**src/rtl/yrv_pkg.sv**
```systemverilog
// Shared constants for the yrv fetch path: reset PC, length code and the illegal-instruction word.
package yrv_pkg;

  localparam logic [31:0] RST_BASE_DEF = 32'h0000_0000;
  localparam logic [1:0]  LEN32        = 2'b11;
  localparam logic [31:0] ILLEGAL_INST = 32'h0000_0000;

  function automatic logic is_rvc(input logic [15:0] hw);
    return (hw[1:0] != LEN32);
  endfunction

endpackage

```
**src/rtl/yrv_hw_queue.sv**
```systemverilog
// Halfword circular FIFO with 0/1/2-entry push and pop per cycle and an occupancy count.
// clr empties the queue in place by moving rd onto wr, and overrides push/pop.
module yrv_hw_queue #(
  parameter int QDEPTH = 4,
  parameter int AW     = $clog2(QDEPTH)
) (
  input  logic          clk,
  input  logic          reset,
  input  logic          clr,
  input  logic [1:0]    push_n,
  input  logic [15:0]   push_lo,
  input  logic [15:0]   push_hi,
  input  logic [1:0]    pop_n,
  output logic [15:0]   head0,
  output logic [15:0]   head1,
  output logic [AW:0]   count
);

  logic [15:0]   mem_q [QDEPTH];
  logic [15:0]   mem_d [QDEPTH];
  logic [AW-1:0] wr_q, wr_d, rd_q, rd_d;
  logic [AW:0]   cnt_q, cnt_d;
  logic [AW-1:0] wr_nxt_s, rd_nxt_s;

  // next-state for storage, pointers and count
  always_comb begin
    mem_d    = mem_q;
    wr_d     = wr_q;
    rd_d     = rd_q;
    cnt_d    = cnt_q;
    wr_nxt_s = wr_q + AW'(1'b1);
    if (clr) begin
      rd_d  = wr_q;
      cnt_d = '0;
    end else begin
      if (push_n != 2'd0) begin
        mem_d[wr_q] = push_lo;
      end else begin
        mem_d[wr_q] = mem_q[wr_q];
      end
      if (push_n == 2'd2) begin
        mem_d[wr_nxt_s] = push_hi;
      end else begin
        mem_d[wr_nxt_s] = mem_d[wr_nxt_s];
      end
      wr_d  = wr_q + AW'(push_n);
      rd_d  = rd_q + AW'(pop_n);
      cnt_d = cnt_q + (AW+1)'(push_n) - (AW+1)'(pop_n);
    end
  end

  // state registers
  always_ff @(posedge clk) begin
    if (reset) begin
      for (int i = 0; i < QDEPTH; i++) begin
        mem_q[i] <= 16'h0000;
      end
      wr_q  <= '0;
      rd_q  <= '0;
      cnt_q <= '0;
    end else begin
      mem_q <= mem_d;
      wr_q  <= wr_d;
      rd_q  <= rd_d;
      cnt_q <= cnt_d;
    end
  end

  // head view; the second entry may sit across the wrap point
  always_comb begin
    rd_nxt_s = rd_q + AW'(1'b1);
    head0    = mem_q[rd_q];
    head1    = mem_q[rd_nxt_s];
    count    = cnt_q;
  end

endmodule

```
**src/rtl/yrv_fetch_align.sv**
```systemverilog
// Fetch alignment buffer: halfword queue, head PC and instruction length tracking for decode.
// Build option YRV_RVC_EN enables compressed instructions; without it every instruction is 32-bit.
module yrv_fetch_align
  import yrv_pkg::*;
#(
  parameter int          QDEPTH   = 4,
  parameter logic [31:0] RST_BASE = RST_BASE_DEF
) (
  input  logic        clk,
  input  logic        reset,
  input  logic        bus_32,
  input  logic        flush,
  input  logic [30:0] flush_pc,
  input  logic        fetch_vld,
  input  logic [31:0] fetch_data,
  output logic        fetch_rdy,
  output logic        inst_vld,
  output logic [31:0] inst_data,
  output logic [30:0] inst_pc,
  output logic        inst_c,
  input  logic        dec_ack,
  output logic        stall_align
);

  localparam int          AW      = $clog2(QDEPTH);
  localparam logic [AW:0] DEPTH_C = (AW+1)'(QDEPTH);
  localparam logic [AW:0] ONE_C   = (AW+1)'(1);
  localparam logic [AW:0] TWO_C   = (AW+1)'(2);

  logic [30:0] pc_q, pc_d;
  logic        mode32_q, mode32_d;
`ifdef YRV_RVC_EN
  logic        drop_q, drop_d;
`else
  logic        mis_q, mis_d;
`endif

  logic [AW:0] count_s;
  logic [15:0] head0_s, head1_s, push_lo_s;
  logic [1:0]  push_n_s, pop_n_s;
  logic        is_c_s, vld_s, push_en_s, pop_en_s;

  yrv_hw_queue #(.QDEPTH(QDEPTH), .AW(AW)) u_queue (
    .clk     (clk),
    .reset   (reset),
    .clr     (flush),
    .push_n  (push_n_s),
    .push_lo (push_lo_s),
    .push_hi (fetch_data[31:16]),
    .pop_n   (pop_n_s),
    .head0   (head0_s),
    .head1   (head1_s),
    .count   (count_s)
  );

  // length decode and handshakes; flush suppresses both push and pop
  always_comb begin
`ifdef YRV_RVC_EN
    is_c_s = is_rvc(head0_s);
`else
    is_c_s = 1'b0;
`endif
    if (is_c_s) begin
      vld_s = (count_s >= ONE_C);
    end else begin
      vld_s = (count_s >= TWO_C);
    end
    fetch_rdy = ((DEPTH_C - count_s) >= TWO_C);
    push_en_s = fetch_vld && fetch_rdy && !flush;
    pop_en_s  = dec_ack && vld_s && !flush;
    if (!pop_en_s) begin
      pop_n_s = 2'd0;
    end else if (is_c_s) begin
      pop_n_s = 2'd1;
    end else begin
      pop_n_s = 2'd2;
    end
  end

  // push shaping: a pending drop skips the stale low half of the first word after a redirect
  always_comb begin
    push_lo_s = fetch_data[15:0];
    if (!push_en_s) begin
      push_n_s = 2'd0;
    end else if (!mode32_q) begin
      push_n_s = 2'd1;
`ifdef YRV_RVC_EN
    end else if (drop_q) begin
      push_n_s  = 2'd1;
      push_lo_s = fetch_data[31:16];
`endif
    end else begin
      push_n_s = 2'd2;
    end
  end

  // head PC, bus mode and redirect alignment state
  always_comb begin
    mode32_d = mode32_q;
    if (flush) begin
      pc_d     = flush_pc;
      mode32_d = bus_32;
    end else if (pop_en_s) begin
      pc_d = pc_q + 31'(pop_n_s);
    end else begin
      pc_d = pc_q;
    end
`ifdef YRV_RVC_EN
    if (flush) begin
      drop_d = flush_pc[0] && bus_32;
    end else if (push_en_s && mode32_q) begin
      drop_d = 1'b0;
    end else begin
      drop_d = drop_q;
    end
`else
    if (flush) begin
      mis_d = flush_pc[0];
    end else if (pop_en_s) begin
      mis_d = 1'b0;
    end else begin
      mis_d = mis_q;
    end
`endif
  end

  // state registers
  always_ff @(posedge clk) begin
    if (reset) begin
      pc_q     <= RST_BASE[31:1];
      mode32_q <= bus_32;
`ifdef YRV_RVC_EN
      drop_q   <= 1'b0;
`else
      mis_q    <= 1'b0;
`endif
    end else begin
      pc_q     <= pc_d;
      mode32_q <= mode32_d;
`ifdef YRV_RVC_EN
      drop_q   <= drop_d;
`else
      mis_q    <= mis_d;
`endif
    end
  end

  // decode-facing outputs, all derived from registered queue and head state
  always_comb begin
    inst_vld    = vld_s;
    inst_c      = vld_s && is_c_s;
    inst_pc     = pc_q;
    stall_align = !vld_s;
    if (!vld_s) begin
      inst_data = 32'h0000_0000;
    end else if (is_c_s) begin
      inst_data = {16'h0000, head0_s};
`ifndef YRV_RVC_EN
    end else if (mis_q) begin
      inst_data = ILLEGAL_INST;
`endif
    end else begin
      inst_data = {head1_s, head0_s};
    end
  end

endmodule

```
**config.mk**
```make
export PLATFORM = sky130hd
export DESIGN_NAME = yrv_fetch_align
export DESIGN_NICKNAME = d
export VERILOG_FILES = /design/src/rtl/yrv_pkg.sv /design/src/rtl/yrv_hw_queue.sv /design/src/rtl/yrv_fetch_align.sv
export SDC_FILE = /design/constraint.sdc
export NUM_CORES = 1
export LEC_CHECK = 0
export ABC_AREA = 1
export BUFFER_PORTS_ARGS = -buffer_cell sky130_fd_sc_hd__buf_2
export CELL_PAD_IN_SITES_DETAIL_PLACEMENT = 0
export CELL_PAD_IN_SITES_GLOBAL_PLACEMENT = 1
export CORE_ASPECT_RATIO = 1.75
export CORE_MARGIN = 4
export CORE_UTILIZATION = 38
export CTS_CLUSTER_SIZE = 10
export DETAILED_ROUTE_END_ITERATION = 6
export PLACE_DENSITY = 0.88
export SYNTH_ARGS = -nofsm -noshare
export SYNTH_HDL_FRONTEND = slang
export SYNTH_SLANG_ARGS = --single-unit
```
**constraint.sdc**
```tcl
create_clock -name clk -period 7.47 [get_ports clk]
set_clock_uncertainty 0.05 [all_clocks]
set_input_delay 1.494 -clock clk [delete_from_list [all_inputs] [get_ports clk]]
set_output_delay 1.494 -clock clk [all_outputs]
set_load 0.01 [all_outputs]
```
Yosys cells after proc, flatten, opt, wreduce, memory -nomap -nowiden
Cells that the tools add are included.
Widths: inputs -> output; s select.
{"block": "totals", "in_bits": 69, "register_bits": 104, "output_inout_bits": 67, "word_cells": 78}
{"block": "op_classes", "muxes": 35, "addsub": 8, "bitwise_logic": 4, "n_lt_le_gt_ge": 8, "reduce_logical": 12, "eq_ne": 1}
{"operator": "$bwmux 64", "count": 4}
{"operator": "$mux 64", "count": 3}
{"operator": "$mux 16", "count": 10}
{"operator": "$bmux 16 s2", "count": 4}
{"operator": "$demux 16 s2", "count": 2}
{"operator": "$mux 32", "count": 2}
{"operator": "$mux 31", "count": 2}
{"operator": "$add 31x2->31", "count": 1}
{"operator": "$ge 3x3->1 const B", "count": 4}
{"operator": "$not 2->3", "count": 4}
{"operator": "$mux 2", "count": 4}
{"operator": "$ge 3x2->1 const B", "count": 2}
{"operator": "$logic_and 1x1->1", "count": 6}
{"operator": "$lt 3x1->1 const B", "count": 2}
{"operator": "$reduce_bool 2->1", "count": 3}
{"operator": "$add 2x1->2 const B", "count": 2}
{"operator": "$add 2x2->2", "count": 2}
{"operator": "$mux 1", "count": 4}
{"operator": "$add 3x2->3", "count": 1}
{"operator": "$sub 3x2->3", "count": 1}
{"operator": "$sub 3x3->3 const A", "count": 1}
{"operator": "$eq 2x2->1 const B", "count": 1}
{"operator": "$logic_not 1->1", "count": 2}
{"operator": "$reduce_or 2->1", "count": 1}

Logic depth before layout (Yosys ltp)
Gate-level depths: netlist of run 1.
{"block": "depth", "ltp_word": 13, "mapped_depth": 19, "ltp_nobuf": 18}

Hierarchy
From an unflattened synthesis of run 1, not the netlist that was laid out.
{"block": "unflattened", "cells_unflattened": 1751, "hier_area_um2": 9903.2}
{"module": "yrv_hw_queue", "cells_each": 1301, "area_per_inst_um2": 7263.2, "n_inst": 1, "seq_area_each_um2": 1421.4}
{"module": "yrv_fetch_align", "cells_each": 450, "area_per_inst_um2": 2640.0, "n_inst": 1, "seq_area_each_um2": 670.6}

Worst setup path after synthesis of run 1
Ideal clock, no wire load.
{"block": "synth_timing", "kind": "input to register", "from": "in flush", "to": "reg pc_q[25], in the netlist inst_pc[25]", "arrival_ns": 3.547, "cell_stages": 15, "path_slack_ns": 3.803, "n_path_buf": 2, "required_time_ns": 7.349, "cell_sequence": "clkbuf_1 -> nor2_1 -> clkbuf_1 -> ha_1 -> ha_1 -> nand2_1 -> nor2_2 -> nand2_1 -> nor2_1 -> nand2_1 -> nor3_1 -> nand3_1 -> nand2_1 -> nand3_1 -> a21oi_1"}
{"block": "synth_via", "elab_chain_cells": 6}
{"element": "start, declared", "line": "yrv_fetch_align.sv:12", "source": "input logic flush,"}
{"element": "$logic_not 1->1", "line": "yrv_fetch_align.sv:70", "source": "pop_en_s = dec_ack && vld_s && !flush;"}
{"element": "$logic_and 1x1->1", "line": "yrv_fetch_align.sv:70"}
{"element": "$mux 2", "line": "yrv_fetch_align.sv:71", "source": "if (!pop_en_s) begin"}
{"element": "$add 31x2->31", "line": "yrv_fetch_align.sv:104", "source": "pc_d = pc_q + 31'(pop_n_s);"}
{"element": "$mux 31", "line": "yrv_fetch_align.sv:103", "source": "end else if (pop_en_s) begin"}
{"element": "$mux 31", "line": "yrv_fetch_align.sv:100", "source": "if (flush) begin"}
{"element": "end signal, assigned", "line": "yrv_fetch_align.sv:130", "source": "pc_q <= RST_BASE[31:1];"}
{"element": "end signal, assigned", "line": "yrv_fetch_align.sv:138", "source": "pc_q <= pc_d;"}
{"element": "end, declared", "line": "yrv_fetch_align.sv:30", "source": "logic [30:0] pc_q, pc_d;"}
Several ways; a longest one is shown, not always the timed one. The select of a mux whose other input is x is not followed.
A chain may end at the register's enable or synchronous reset.

Worst setup path after layout of run 1
{"block": "layout_timing", "from": "reg u_queue.rd_q[0]", "to": "out inst_data[23]"}
{"block": "layout_via", "elab_chain_cells": 7}
{"element": "start, declared", "line": "yrv_hw_queue.sv:21", "source": "logic [AW-1:0] wr_q, wr_d, rd_q, rd_d;"}
{"element": "start signal, assigned", "line": "yrv_hw_queue.sv:64", "source": "rd_q <= rd_d;"}
{"element": "$add 2x1->2", "line": "yrv_hw_queue.sv:71", "source": "rd_nxt_s = rd_q + AW'(1'b1);"}
{"element": "$not 2->3 (not written as such)", "line": "yrv_hw_queue.sv:73", "source": "head1 = mem_q[rd_nxt_s];"}
{"element": "$bmux 16 s2", "line": "yrv_hw_queue.sv:73"}
{"element": "$mux 16 (not written as such) (2 in a row)", "line": "yrv_hw_queue.sv:73"}
{"element": "$mux 32", "line": "yrv_fetch_align.sv:159", "source": "end else if (mis_q) begin"}
{"element": "$mux 32", "line": "yrv_fetch_align.sv:154", "source": "if (!vld_s) begin"}
{"element": "end, declared", "line": "yrv_fetch_align.sv:18", "source": "output logic [31:0] inst_data,"}
Every way passes these cells. The select of a mux whose other input is x is not followed.

==> qor.txt, run 1 <==
status - complete, but fails checks
failing checks - DRC
Initial Util - 38.4%
Port Buffer Count - 134
number of library cell types mapped by synthesis - 39
clock latency on the worst-skew pair - 0.38 ns
fillers - 3,042
Routed WL - 41,800 um
Sink Count - 104
slowest cell delay on critical path - 1.07 ns
post-CTS setup repair buffer count - 0
Async SR Flop Fraction - 0%
sequential share of power - 34.0%
cells along the critical path - inv_1 -> buf_4 -> nand2_1 -> a21oi_1 -> a21oi_1 -> buf_2
CP most frequent cell - a21oi_1
Critical Path RT - 5.93 ns
via count - 13,000
hold-critical path depth - 2
clk root buf - clkbuf_16
Synth-to-Final Area Change - 9.10%
Area contributors post-synth - dfxtp_1 (20%), nand3_1 (14%), nand2_1 (12%)
syn_nets - 1,898
cell area after synthesis - 10,500 um2
CP arrival - 3.52 ns
CP Capture Type - output port
hold-fix buffers at CTS - 0
Seq cells post-synth - 104
Slew Limit Fails - 0
largest net degree at the start of global routing - 77
RSZ-0062 raised after global routing - no
worst-path fanout max - 50
Int Pwr - 1.12 mW
Post-synth EDFFs - 1
PwrDens - 167 nW/um2
critical setup path kind - flip-flop to output port
yosys warns - 0
largest area contributor in the netlist - dfxtp_1
core area - 27,200 um2
clock buffer depth - 2
Clock Pin Slew Worst Setup and Hold Paths - 0.07 ns
Leakage - 5.06 nW
Routed Antenna Nets - 0
Hold Path Class - flip-flop to flip-flop
worst reg-to-reg path cell count - 7
worst vdd ir - 0.107 mV
Overall Power - 1.91 mW
nets - 1,925
Main synth FF type - dfxtp_1
Worst-Margin Slew - 1.29 ns
first-iteration detailed-routing DRC count - 1,165
die extent in x - 133 um
Via density - 5.86
Clock Power Share - 27.9%
Synth top area share - 19.7%
Post-DP HPWL - 27,100 um
Synth Instances - 1,817
TritonRoute pass-1 iters - 7
first-pass GRT wire length - 65,000 um
initial antenna violation count - 2
combinational share of power - 38.1%
share of post-route cells with drive strength above 1 - 13.4%
Fin Setup TNS - 0 ns
CTS tree - yes
Setup crit start kind - flip-flop
area of the die - 30,300 um2
CTS resizes - 0
Mean Syn Cell Area - 5.75 um2
Congestion Overflow GR - 0
Net Sw Power - 0.786 mW
Wirelength per Cell - 18.8 um
Crit-path slowest cell - dfxtp_2
CTS buffer count - 9
proportion of synthesized chip area in sequential cells - 20.0%
final setup fails - 0
Ports - 136
GRT Total Usage - 26.9%
# DRC - 1
Final period util - 67.8%
die height - 227 um
Max Freq - 0.198 GHz
Max-cap violations - 0
post-route minimum period - 5.06 ns
Worst slew margin - 13.8%
Sw Share - 41.2%
Final Hold Viols - 0
Routability Congestion - 0.932
Rows - 80
vias in the first global route - 12,700
H-tree depth - 3
-- kinds of logic after synthesis --
family / synth area share [%]
compound gates: 23.0
xor+xnor: 1.17
fa+ha+maj: 1.44
buf+inv: 14.4
flops: 20.0
other cells: 0.0359
simple gates: 40.0
-- metal layers --
layer  share of wire (%)  wire length (um)  global-route usage, %  vias to the layer above
met5               0.096                40                      0                        -
met4                 8.4              3510                   22.2                        4
met3                 8.5              3550                   5.68                      227
met2                  47             19700                   45.6                      694
met1                  36             15000                   28.7                     5961
li1                    -                 -                      -                     6125
-- final cells by class --
class	instances	area [um2]	area share, %
well taps	369	462	4.05
diodes	1	2.50	0.0219
clock buffers	11	264	2.31
repair buffers	149	783	6.87
multi-input cells	1345	6860	60.2
flip-flops and latches	104	2090	18.4
inverters	235	883	7.75
clock inverters	5	52.6	0.461
-- Yosys cell counts (2+ instances only) --
master    count
a21oi_1     226
a31oi_1      15
and3_1        2
buf_1        11
buf_2        33
buf_4         9
buf_6         7
clkbuf_1     73
dfxtp_1     103
ha_1         12
inv_1       230
inv_2         4
nand2_1     344
nand2_2       9
nand3_1     297
nand3_2      52
nand3b_1     18
nand4_1       7
nor2_1      133
nor3_1        7
o211ai_1     58
o21ai_0     116
o221ai_1      3
o22ai_1      17
or2_0         2
or2_2         4
xnor2_1       6
xor2_1        8
-- final timing paths --
kind | from | end | slack (ns)
worst max-delay path | u_queue.rd_q[0]$_SDFFE_PP0P_ | inst_data[23] | 2.41
worst min-delay path | inst_pc[0]$_SDFFE_PP0P_ | inst_pc[0]$_SDFFE_PP0P_ | 0.43
worst max register to register | u_queue.wr_q[0]$_SDFFE_PP0N_ | u_queue.mem_q[54]$_SDFFE_PP0N_ | 3.62
worst min register to register | inst_pc[0]$_SDFFE_PP0P_ | inst_pc[0]$_SDFFE_PP0P_ | 0.43
-- cells in the final DEF, fill, tap and decap left out, types with 8 or more instances in the layout --
cell / count
a21oi_1: 226
a31oi_1: 15
buf_2: 134
buf_4: 15
clkbuf_16: 10
dfxtp_1: 101
ha_1: 8
inv_1: 227
nand2_1: 344
nand2_2: 9
nand3_1: 297
nand3_2: 52
nand3b_1: 18
nor2_1: 133
o211ai_1: 58
o21ai_0: 116
o22ai_1: 17
xor2_1: 8
-- critical path, delay by kind of cell, from the launching register on --
| kind | cells | cell delay (ns) |
|---|---|---|
| buf+inv | 3 | 0.65 |
| compound gates | 2 | 0.52 |
| flops | 1 | 1.07 |
| simple gates | 1 | 0.85 |
-- power groups by stage --
stage / clock network (mW) / registers [mW] / logic, mW
6_report: 0.533 / 0.649 / 0.727
5_1_grt: 0.568 / 0.655 / 0.810
4_1_cts: 0.546 / 0.647 / 0.718
3_5_place_dp: 0 / 0.660 / 0.714
3_3_place_gp: 0 / 0.659 / 0.704
2_1_floorplan: 0 / 0.649 / 0.530
-- per-stage QoR --
stage	hold slack, ns	instance area [um2]	setup WS [ns]	cells	util, %
2_1_floorplan	0.409	10500	3.80	1817	-
3_3_place_gp	0.393	11100	2.74	2202	40.7
3_5_place_dp	0.396	11100	2.70	2202	40.7
4_1_cts	0.433	11400	2.55	2218	41.9
5_1_grt	0.490	11400	2.36	2218	41.9
6_report	0.425	11400	2.41	2219	41.9
-- state kept, by name, indices dropped and copies added, names as in the netlist --
signal and count:
mode32_q 1, inst_pc 31, mis_q 1, u_queue.mem_q 64, u_queue.rd_q 2, u_queue.wr_q 2
u_queue.count 3
Note: power is estimated with default switching activity, not from simulation.
==> run 2: changes to the inputs <==
--- a/config.mk
+++ b/config.mk
@@ -11,10 +11,10 @@
 export CELL_PAD_IN_SITES_GLOBAL_PLACEMENT = 1
 export CORE_ASPECT_RATIO = 1.75
 export CORE_MARGIN = 4
-export CORE_UTILIZATION = 38
+export CORE_UTILIZATION = 37
 export CTS_CLUSTER_SIZE = 10
 export DETAILED_ROUTE_END_ITERATION = 6
-export PLACE_DENSITY = 0.88
+export PLACE_DENSITY = 0.9
 export SYNTH_ARGS = -nofsm -noshare
 export SYNTH_HDL_FRONTEND = slang
 export SYNTH_SLANG_ARGS = --single-unit
==> constraint.sdc (replaced) <==
create_clock -name clk -period 4.6 [get_ports clk]
set_clock_uncertainty 0.05 [all_clocks]
set_input_delay 0.92 -clock clk [delete_from_list [all_inputs] [get_ports clk]]
set_output_delay 0.92 -clock clk [all_outputs]
set_load 0.01 [all_outputs]
==> qor.txt, run 2 (same netlist as run 1, synthesis figures left out) <==
status - finished clean
Hold EP - mis_q$_SDFFE_PP0N_
Clock Power Share - 25.9%
CP Capture Type - output port
clock latency on the worst-skew pair - 0.39 ns
CTS buffer count - 9
post-CTS setup repair buffer count - 0
Final period util - 78.5%
r2r startpoint - u_queue.wr_q[1]$_SDFFE_PP0N_
Fin Setup TNS - 0 ns
Net Sw Power - 1.30 mW
Sink Count - 104
initial antenna violation count - 3
Worst slew margin - 30.9%
die height - 230 um
diode count - 0
fillers - 3,020
critical setup path kind - flip-flop to output port
nets - 1,940
hold-fix buffers at CTS - 0
Int Pwr - 1.74 mW
area of the die - 31,100 um2
Setup crit start kind - flip-flop
TritonRoute pass-1 iters - 6
Via density - 5.79
Largest register FFs - 64
GRT Total Usage - 26.3%
Initial Util - 37.5%
Wirelength per Cell - 18.7 um
vias in the first global route - 12,600
Clock Pin Slew Worst Setup and Hold Paths - 0.08 ns
Largest Register - u_queue.mem_q
Leakage - 5.12 nW
share of post-route cells with drive strength above 1 - 14.1%
CTS resizes - 0
core area - 27,900 um2
first-iteration detailed-routing DRC count - 1,110
largest net degree at the start of global routing - 131
CTS tree - yes
Routability Congestion - 0.983
combinational share of power - 39.4%
clock buffer depth - 2
CP arrival - 2.64 ns
PwrDens - 264 nW/um2
Rows - 81
clk root buf - clkbuf_16
worst-path fanout max - 15
# DRC - 0
final setup fails - 0
Ports - 136
post-route minimum period - 3.61 ns
first-pass GRT wire length - 64,900 um
Routed WL - 41,800 um
die extent in x - 135 um
Critical Path RT - 3.63 ns
Port Buffer Count - 134
RSZ-0062 raised after global routing - no
H-tree depth - 3
sequential share of power - 34.6%
Max Freq - 0.277 GHz
final core utilization - 41.2%
Worst R2R End - u_queue.mem_q[39]$_SDFFE_PP0N_
via count - 13,000
hold wc startpoint - mis_q$_SDFFE_PP0N_
Hold Path Class - flip-flop to flip-flop
Slew Limit Fails - 0
Congestion Overflow GR - 0
hold-critical path depth - 2
most frequent cells in the layout - nand2_1 (344), nand3_1 (297), inv_1 (227), a21oi_1 (226), buf_2 (134)
worst reg-to-reg path cell count - 7
Max-cap violations - 0
worst vdd ir - 0.207 mV
leading cell type in the layout, fill and taps excluded - nand2_1
Routed Antenna Nets - 0
Sw Share - 42.7%
setup slack, reg-to-reg - 1.34 ns
Final Hold Viols - 0
Worst-Margin Slew - 1.04 ns
Post-DP HPWL - 28,300 um
Synth-to-Final Area Change - 9.96%
-- run 2: critical path, stage by stage (launching register included) --
cell     delay, ns
dfxtp_1       0.42
ha_1          0.23
nor3_2        0.07
inv_1         0.11
nand2_1       0.53
buf_4         0.42
a21oi_1       0.27
buf_2         0.19
-- run 2: final cells by class --
cell class / instances / area [um2] / area share, %
clock inverters: 7 / 53.8 / 0.468
inverters: 235 / 883 / 7.68
multi-input cells: 1345 / 6860 / 59.7
well taps: 373 / 467 / 4.06
flip-flops and latches: 104 / 2090 / 18.2
clock buffers: 9 / 225 / 1.96
repair buffers: 164 / 908 / 7.90
-- run 2: power groups by stage --
stage | clock network [mW] | registers, mW | logic [mW]
final | 0.787 | 1.05 | 1.20
after global routing | 0.836 | 1.06 | 1.33
after CTS | 0.811 | 1.05 | 1.18
after detailed placement | 0 | 1.07 | 1.18
after global placement | 0 | 1.07 | 1.16
after floorplan | 0 | 1.05 | 0.860
-- run 2: worst max-delay path by stage --
stage | from | to | slack [ns] | cells past startpoint
3_5_place_dp | flush | u_queue.count[2]$_SDFF_PP0_ | 1.0 | 14
5_1_grt | u_queue.count[0]$_SDFF_PP0_ | inst_data[7] | 0.93 | 8
2_1_floorplan | flush | inst_pc[25]$_SDFFE_PP0N_ | 1.51 | 15
4_1_cts | u_queue.count[0]$_SDFF_PP0_ | inst_data[7] | 1.02 | 8
3_3_place_gp | flush | u_queue.count[2]$_SDFF_PP0_ | 0.98 | 14
6_report | u_queue.count[1]$_SDFF_PP0_ | inst_data[7] | 0.99 | 7
-- run 2: through the flow --
step                setup WS (ns)  cell area, um2  instances  hold slack [ns]  total power, mW
CTS                          1.02           11500       2237            0.447             3.04
floorplan                    1.51           10500       1817            0.409             1.91
finish                      0.988           11500       2237            0.445             3.04
global route                0.927           11500       2237            0.469             3.23
global placement            0.982           11200       2221            0.438             2.23
detailed placement          0.998           11200       2221            0.435             2.25
-- run 2: metal layers --
metal	track usage, %	share of wire [%]
met5	0	0.055
met4	21.6	8.9
met3	4.95	7.9
met2	45.1	48
met1	27.4	35
